===== src/rtl/dino_game_ctrl.sv =====
// dino_game_ctrl: top-level sequencer for the dino runner game.
//
// Owns the IDLE / RUN / OVER state machine and the physics tick divider.
// It scrolls one obstacle toward the dino column, checks for a collision
// against the dino height reported by the position block, keeps the score,
// and drives the position block's reset and jump request.
//
// Ports
//   clk        in   board clock
//   reset      in   synchronous, active-low reset
//   btn_start  in   start/restart button level (already synchronised)
//   btn_jump   in   jump button level
//   dino_pos   in   current dino height from the position block
//   tick       out  one-cycle physics tick pulse (RUN only)
//   jump_req   out  one-cycle jump request to the position block
//   dino_rst   out  active-high reset to the position block
//   obst_x     out  obstacle x-coordinate
//   score      out  obstacles cleared this game (saturating)
//   state      out  0 = IDLE, 1 = RUN, 2 = OVER (3 unused, recovers to IDLE)
//   game_over  out  high exactly when state == OVER
//
// Handshake: none. btn_start and btn_jump are levels; only their rising
// edges (current level 1, registered previous level 0) act. tick and
// jump_req are single-cycle strobes with no back-pressure; the position
// block must accept them in the cycle they are high.
module dino_game_ctrl #(
  parameter int TICK_DIV   = 100000,
  parameter int OBST_START = 15,
  parameter int DINO_X     = 2,
  parameter int CLEAR_H    = 3,
  parameter int SCORE_W    = 16
) (
  input  logic               clk,
  input  logic               reset,
  input  logic               btn_start,
  input  logic               btn_jump,
  input  logic [3:0]         dino_pos,
  output logic               tick,
  output logic               jump_req,
  output logic               dino_rst,
  output logic [3:0]         obst_x,
  output logic [SCORE_W-1:0] score,
  output logic [1:0]         state,
  output logic               game_over
);

  localparam int DIV_W = (TICK_DIV > 2) ? $clog2(TICK_DIV) : 1;
  localparam logic [DIV_W-1:0]   DIV_LAST  = DIV_W'(TICK_DIV - 1);
  localparam logic [3:0]         OBST_INIT = 4'(OBST_START);
  localparam logic [SCORE_W-1:0] SCORE_MAX = {SCORE_W{1'b1}};

  typedef enum logic [1:0] {
    ST_IDLE = 2'd0,
    ST_RUN  = 2'd1,
    ST_OVER = 2'd2
  } state_t;

  state_t             state_q, state_d;
  logic [DIV_W-1:0]   div_q, div_d;
  logic [3:0]         obst_q, obst_d;
  logic [SCORE_W-1:0] score_q, score_d;
  logic               tick_q, tick_d;
  logic               jump_q, jump_d;
  logic               drst_q, drst_d;
  logic               start_prev, jump_prev;

  logic start_rise;
  logic jump_rise;
  logic collision;

  assign start_rise = btn_start & ~start_prev;
  assign jump_rise  = btn_jump & ~jump_prev;

  // Compared at 32 bits so a DINO_X outside the 4-bit range never matches.
  assign collision = (32'(obst_q) == DINO_X) && (32'(dino_pos) < CLEAR_H);

  always_comb begin
    state_d = state_q;
    div_d   = div_q;
    obst_d  = obst_q;
    score_d = score_q;
    tick_d  = 1'b0;
    jump_d  = 1'b0;
    drst_d  = drst_q;

    case (state_q)
      ST_IDLE: begin
        drst_d  = 1'b1;
        obst_d  = OBST_INIT;
        score_d = '0;
        div_d   = '0;
        if (start_rise) begin
          state_d = ST_RUN;
          drst_d  = 1'b0;
        end
      end

      ST_RUN: begin
        drst_d = 1'b0;
        if (collision) begin
          // Collision beats a coincident tick: everything freezes as-is.
          state_d = ST_OVER;
        end else begin
          if (div_q == DIV_LAST) begin
            div_d  = '0;
            tick_d = 1'b1;
            if (obst_q == 4'd0) begin
              obst_d  = OBST_INIT;
              score_d = (score_q != SCORE_MAX) ? score_q + SCORE_W'(1) : score_q;
            end else begin
              obst_d = obst_q - 4'd1;
            end
          end else begin
            div_d = div_q + DIV_W'(1);
          end
          jump_d = jump_rise;
        end
      end

      ST_OVER: begin
        // dino_rst stays low so the dino height freezes with the game.
        drst_d = 1'b0;
        if (start_rise) begin
          state_d = ST_IDLE;
          drst_d  = 1'b1;
          obst_d  = OBST_INIT;
          score_d = '0;
          div_d   = '0;
        end
      end

      default: begin
        state_d = ST_IDLE;
        drst_d  = 1'b1;
        obst_d  = OBST_INIT;
        score_d = '0;
        div_d   = '0;
      end
    endcase
  end

  always_ff @(posedge clk) begin
    if (!reset) begin
      state_q    <= ST_IDLE;
      div_q      <= '0;
      obst_q     <= OBST_INIT;
      score_q    <= '0;
      tick_q     <= 1'b0;
      jump_q     <= 1'b0;
      drst_q     <= 1'b1;
      // Loading the live levels means a button held through reset release
      // does not look like a fresh press.
      start_prev <= btn_start;
      jump_prev  <= btn_jump;
    end else begin
      state_q    <= state_d;
      div_q      <= div_d;
      obst_q     <= obst_d;
      score_q    <= score_d;
      tick_q     <= tick_d;
      jump_q     <= jump_d;
      drst_q     <= drst_d;
      start_prev <= btn_start;
      jump_prev  <= btn_jump;
    end
  end

  assign tick      = tick_q;
  assign jump_req  = jump_q;
  assign dino_rst  = drst_q;
  assign obst_x    = obst_q;
  assign score     = score_q;
  assign state     = state_q;
  assign game_over = (state_q == ST_OVER);

endmodule


===== config.mk =====
export PLATFORM = sky130hd
export DESIGN_NAME = dino_game_ctrl
export DESIGN_NICKNAME = d
export VERILOG_FILES = /design/src/rtl/dino_game_ctrl.sv
export SDC_FILE = /design/constraint.sdc
export NUM_CORES = 1
export LEC_CHECK = 0
export ABC_AREA = 1
export BUFFER_PORTS_ARGS = -buffer_cell sky130_fd_sc_hd__buf_2
export CORE_UTILIZATION = 45
export DETAILED_ROUTE_END_ITERATION = 6
export PLACE_DENSITY = 0.76
export RECOVER_POWER = 25
export SYNTH_ARGS = -nofsm -noshare
export SYNTH_HDL_FRONTEND = slang
export SYNTH_SLANG_ARGS = --single-unit

===== constraint.sdc =====
create_clock -name clk -period 1.9 [get_ports clk]
set_input_delay 0.19 -clock clk [delete_from_list [all_inputs] [get_ports clk]]
set_output_delay 0.19 -clock clk [all_outputs]
set_load 0.02 [all_outputs]

Word level (Yosys, flattened, before mapping)

Cells that the tools add are included.
Widths: inputs -> output; s select.

Word-level logic and storage cells: 62
Output and inout port bits: 26
Bits in registers: 44

Multiplexer cells: 23
Equal/unequal tests: 12
Reductions and logical operators: 8
Add/subtract/negate cells: 3
Bitwise gates (word level): 6
Order comparisons: 1

Operator list:

| operator              | count |
|---|---|
| $mux 16               | 5 |
| $mux 17               | 3 |
| $pmux 17 s2           | 1 |
| $pmux 16 s2           | 1 |
| $add 17x1->17 const B | 1 |
| $eq 17x17->1 const B  | 1 |
| $add 16x1->16 const B | 1 |
| $mux 4                | 4 |
| $ne 16x16->1 const B  | 1 |
| $ne 2x2->1 const B    | 6 |
| $pmux 4 s2            | 1 |
| $mux 2                | 3 |
| $pmux 2 s3            | 1 |
| $reduce_and 3->1      | 2 |
| $reduce_and 5->1      | 1 |
| $eq 4x2->1 const B    | 1 |
| $logic_not 4->1       | 1 |
| $lt 4x2->1 const B    | 1 |
| $not 1->1             | 4 |
| $sub 4x1->4 const B   | 1 |
| $mux 1                | 3 |
| $pmux 1 s3            | 1 |
| $reduce_or 3->1       | 1 |
| $and 1x1->1           | 2 |
| 6 further kinds       | 6 |

Logic depth before layout (Yosys ltp)

Depth after elaboration: 6
Mapped depth: 12

Worst setup path before layout

No wires, ideal clock.

Kind: register to register
Start: reg state_q[1] (netlist: state[1])
End: reg obst_q[3] (netlist: obst_x[3])
Setup time: 0.125 ns
Stages on the path, launching flop included: 11
Arrival time: 1.656 ns
Required time: 1.775 ns
Slack: 0.119 ns
Path buffers: 1
Cell sequence: dfxtp_1 -> inv_1 -> nor2_1 -> nand2_2 -> nand2_4 -> inv_4 -> buf_6 -> nand3_1 -> nand2_1 -> inv_1 -> nand3_1

Longest elaborated chain between the ends: 3
Elaborated cells between the ends (all ways): 7

Ends and longest elaborated chain:

| element                    | RTL line | source |
|---|---|---|
| from (decl)                | 58       | `state_t state_q, state_d;` |
| from (signal assigned)     | 156      | `state_q <= state_d;` |
| $eq 2x2->1 *               | n/a      |  |
| named net game_over        | 44       | `output logic game_over` |
| $ne 2x1->1 (no line)       | n/a      |  |
| $reduce_and 3->1 (no line) | n/a      |  |
| to (signal assigned)       | 158      | `obst_q <= obst_d;` |
| to (decl)                  | 60       | `logic [3:0] obst_q, obst_d;` |

Mark *: on every way through the listed nets, which the timed path passes. The rest lies on a longest branch.
A chain may end at the register's enable or synchronous reset.

Worst setup path after layout

Start: reg div_q[0]
End: reg score_q[12] (netlist: score[12])

Longest elaborated chain between the ends: 3

Ends and longest elaborated chain:

| element                    | RTL line | source |
|---|---|---|
| from (decl)                | 59       | `logic [DIV_W-1:0] div_q, div_d;` |
| from (signal assigned)     | 157      | `div_q <= div_d;` |
| $eq 17x17->1               | 104      | `if (div_q == DIV_LAST) begin` |
| $ne 2x2->1 (no line)       | n/a      |  |
| $reduce_and 5->1 (no line) | n/a      |  |
| to (signal assigned)       | 159      | `score_q <= score_d;` |
| to (decl)                  | 61       | `logic [SCORE_W-1:0] score_q, score_d;` |

Every way passes these cells.

==> out/results.ini <==
[min_path]
hp-start = reset
hold_class = input pin to flop

[place]
dpl_cell_area_mm2 = 0.00284
gp_congestion = 0.943
place_hpwl_mm = 4.41
portBuffers = 33
dpl_worst_slack_ns = 0.183

[layout]
drive_gt1_share_pct = 15.7
antenna_cells = 0
post-route-util_pct = 54.2
area_delta_synth_final_pct = 16.3
nNetsFinal = 432
final_area_mm2 = 0.00296

[drt]
via_count = 2509
drtIter0Drc = 146
via_per_inst = 5.10
drt_wl_total_mm = 6.10
wl_per_cell_um = 12.4
antenna_left = 0
drc_errors = 0
first_pass_iters = 4

[setup_path]
max_stage_delay_ns = 0.40
critical_path_class = flop to flop
required_ns = 2.10
critPathCaptureType = flop
cp_top_family = simple AND/OR/NAND/NOR gates
setup.worst_path.start = div_q[0]
cpMaxStageDelayCell = dfxtp_1
path_cells = ha_1, nand3_1, inv_1, nand3_2, nand2_4, nand4_2, buf_12, o21ai_1, nor2_1
cp-start-kind = flop
path_buf_inv = 2
crit_fanout = 20
r2r_start = div_q[0]
arrival_ns = 1.89

[timing]
final.period_utilization_pct = 88.9
tns_ns = 0
finalSetupViolations = 0
slew_viol_final = 0
period_needed_ns = 1.69
finalHoldViolCount = 0
rsz0062_at_grt = false
fin_skew_ns = 0.00489
worstMarginPinSlew_ns = 0.322
slew_headroom_pct = 78.6
timing.final.ws_setup_ns = 0.210
fmax_mhz = 592

[global_routing]
antenna_found_initial = 0
grt_pass1_wl_mm = 10.5
grtUsageTotal_pct = 21.9
grt_max_degree = 21
grt_pass1_vias = 2363
grt_overflow = 0

[die]
core_mm2 = 0.00547
io_pins = 34
fp.dieArea_mm2 = 0.00597
die_h_um = 77.3
die_x_um = 77.3
fp-row-count = 27
initial_core_util_pct = 46.6

[synthesis]
synth_cells = 375
yosysWarnings = 0
synth_top_area_share_pct = 34.6
synth_seq_cells = 44
synth_area_mm2 = 0.00255
syn_nets = 388
ys_types = 37
synth_seq_area_share_pct = 34.6
syn_area_per_cell_um2 = 6.80
ys_top_cells_by_area = dfxtp_1, nand2_1, nor2_1, inv_1, nand4_1
synth_area_leader_cell = dfxtp_1

[clock_tree]
cts_made_buffers = 5
cts_max_level = 2
cts_sinks = 44
clock_path_buffers = 2
tritoncts = done
ctsRootBufferMaster = clkbuf_8
clk_latency_ns = 0.30
clkTransAtPathRegs_ns = 0.09

[pwr]
seqPwrFrac_pct = 49.3
power_leakage_nw = 1.17
internal_power_mw = 1.46
pwr_density_cell_mw_per_mm2 = 650
sw_frac_of_total_pct = 24.1
comb_power_share_pct = 9.2
irDropWorstVdd_uv = 371
switching_power_mw = 0.464
p_clk_share_pct = 41.5

[outcome]
status = completed

[run]
drv_cap = 0

## state kept, by name (all words and copies together) (netlist names)
register	flops
start_prev	1
dino_rst	1
jump_prev	1
obst_x	4
tick	1
score	16
div_q	17
state	2
jump_req	1
## worst reg2reg max path, cell delays in order (launching register included)
cell	delay (ns)
dfxtp_1	0.40
ha_1	0.22
nand3_1	0.13
inv_1	0.09
nand3_2	0.12
nand2_4	0.15
nand4_2	0.12
buf_12	0.18
o21ai_1	0.13
nor2_1	0.05
## path summary, 6_finish.rpt
path                to  cells past startpoint  slack [ns]
max          score[12]                      9        0.21
min          score[13]                      3        0.22
max reg2reg  score[12]                      9        0.21
min reg2reg   jump_req                      1        0.40
## cell type report
class / instances / area, um^2
clock buffer: 7 / 96.3
clock inverter: 1 / 30.0
fill: 543 / 2510
inverter: 47 / 184
multi-input combinational: 275 / 1420
sequential: 44 / 881
tap: 72 / 90.1
timing repair buffer: 46 / 262
## synthesized netlist by cell type, drive strengths merged
| library cell | n |
|---|---|
| nand2 | 89 |
| nor2 | 73 |
| inv | 45 |
| dfxtp | 44 |
| nand3 | 28 |
| nand4 | 22 |
| a21oi | 19 |
| o21ai | 10 |
| xor2 | 8 |
| buf | 6 |
| ha | 5 |
| nor3 | 5 |
| nor3b | 4 |
| clkbuf | 3 |
| o21bai | 3 |
| xnor2 | 3 |
| clkinv | 2 |
| a21boi | 1 |
| a22oi | 1 |
| a31oi | 1 |
| and2 | 1 |
| o211a | 1 |
| o21a | 1 |
## layer usage
layer  global-route usage [%]  wire length (um)
met5                        0                 0
met4                     9.43                71
met3                     3.69               241
met2                     38.1              3080
met1                     26.4              2710
## cells by family after synthesis
group | count (synthesis) | synth area share, %
and+or+nand+nor | 222 | 41.3
buffers and inverters | 56 | 9.67
DFF | 44 | 34.6
AOI/OAI and AO/OA | 37 | 8.25
xor gates and xnor gates | 11 | 3.78
adders and majority gates | 5 | 2.45
## timing repair
action / CTS / global route
setup buffers: 0 / 0
setup endpoints to repair: 0 / 3
endpoints found under the hold margin: 2 / 0
gates resized for setup: 0 / 1
hold buffers: 2 / 0
## power groups by stage
stage / logic, mW / registers [mW] / clock network, mW
floorplan: 0.106 / 0.985 / 0
global placement: 0.171 / 0.970 / 0
detailed placement: 0.174 / 0.971 / 0
CTS: 0.178 / 0.949 / 0.812
global route: 0.198 / 0.952 / 0.851
finish: 0.177 / 0.949 / 0.800
## stage by stage
stage          hold slack [ns]  power [mW]  std cells
4_1_cts                  0.221        1.94        492
3_3_place_gp             0.304        1.14        482
2_1_floorplan            0.218        1.09        375
5_1_grt                  0.246        2.00        492
3_5_place_dp             0.308        1.14        482
6_report                 0.219        1.93        492
## cell usage in the layout, fill, tap and decap left out, types with 4 or more instances in the layout
cell and instances:
nand2_1 81, nor2_1 66, dfxtp_1 44, inv_1 38, nand3_1 25, nand4_1 21, a21oi_1 19, buf_2 18
clkbuf_1 15, buf_4 10, xor2_1 8, clkbuf_8 7, nor2_2 6, nand2_4 5, o21ai_1 5, ha_1 5
inv_2 4, nor3_1 4, o21ai_0 4
No activity file was read; power rests on OpenSTA's default activity.
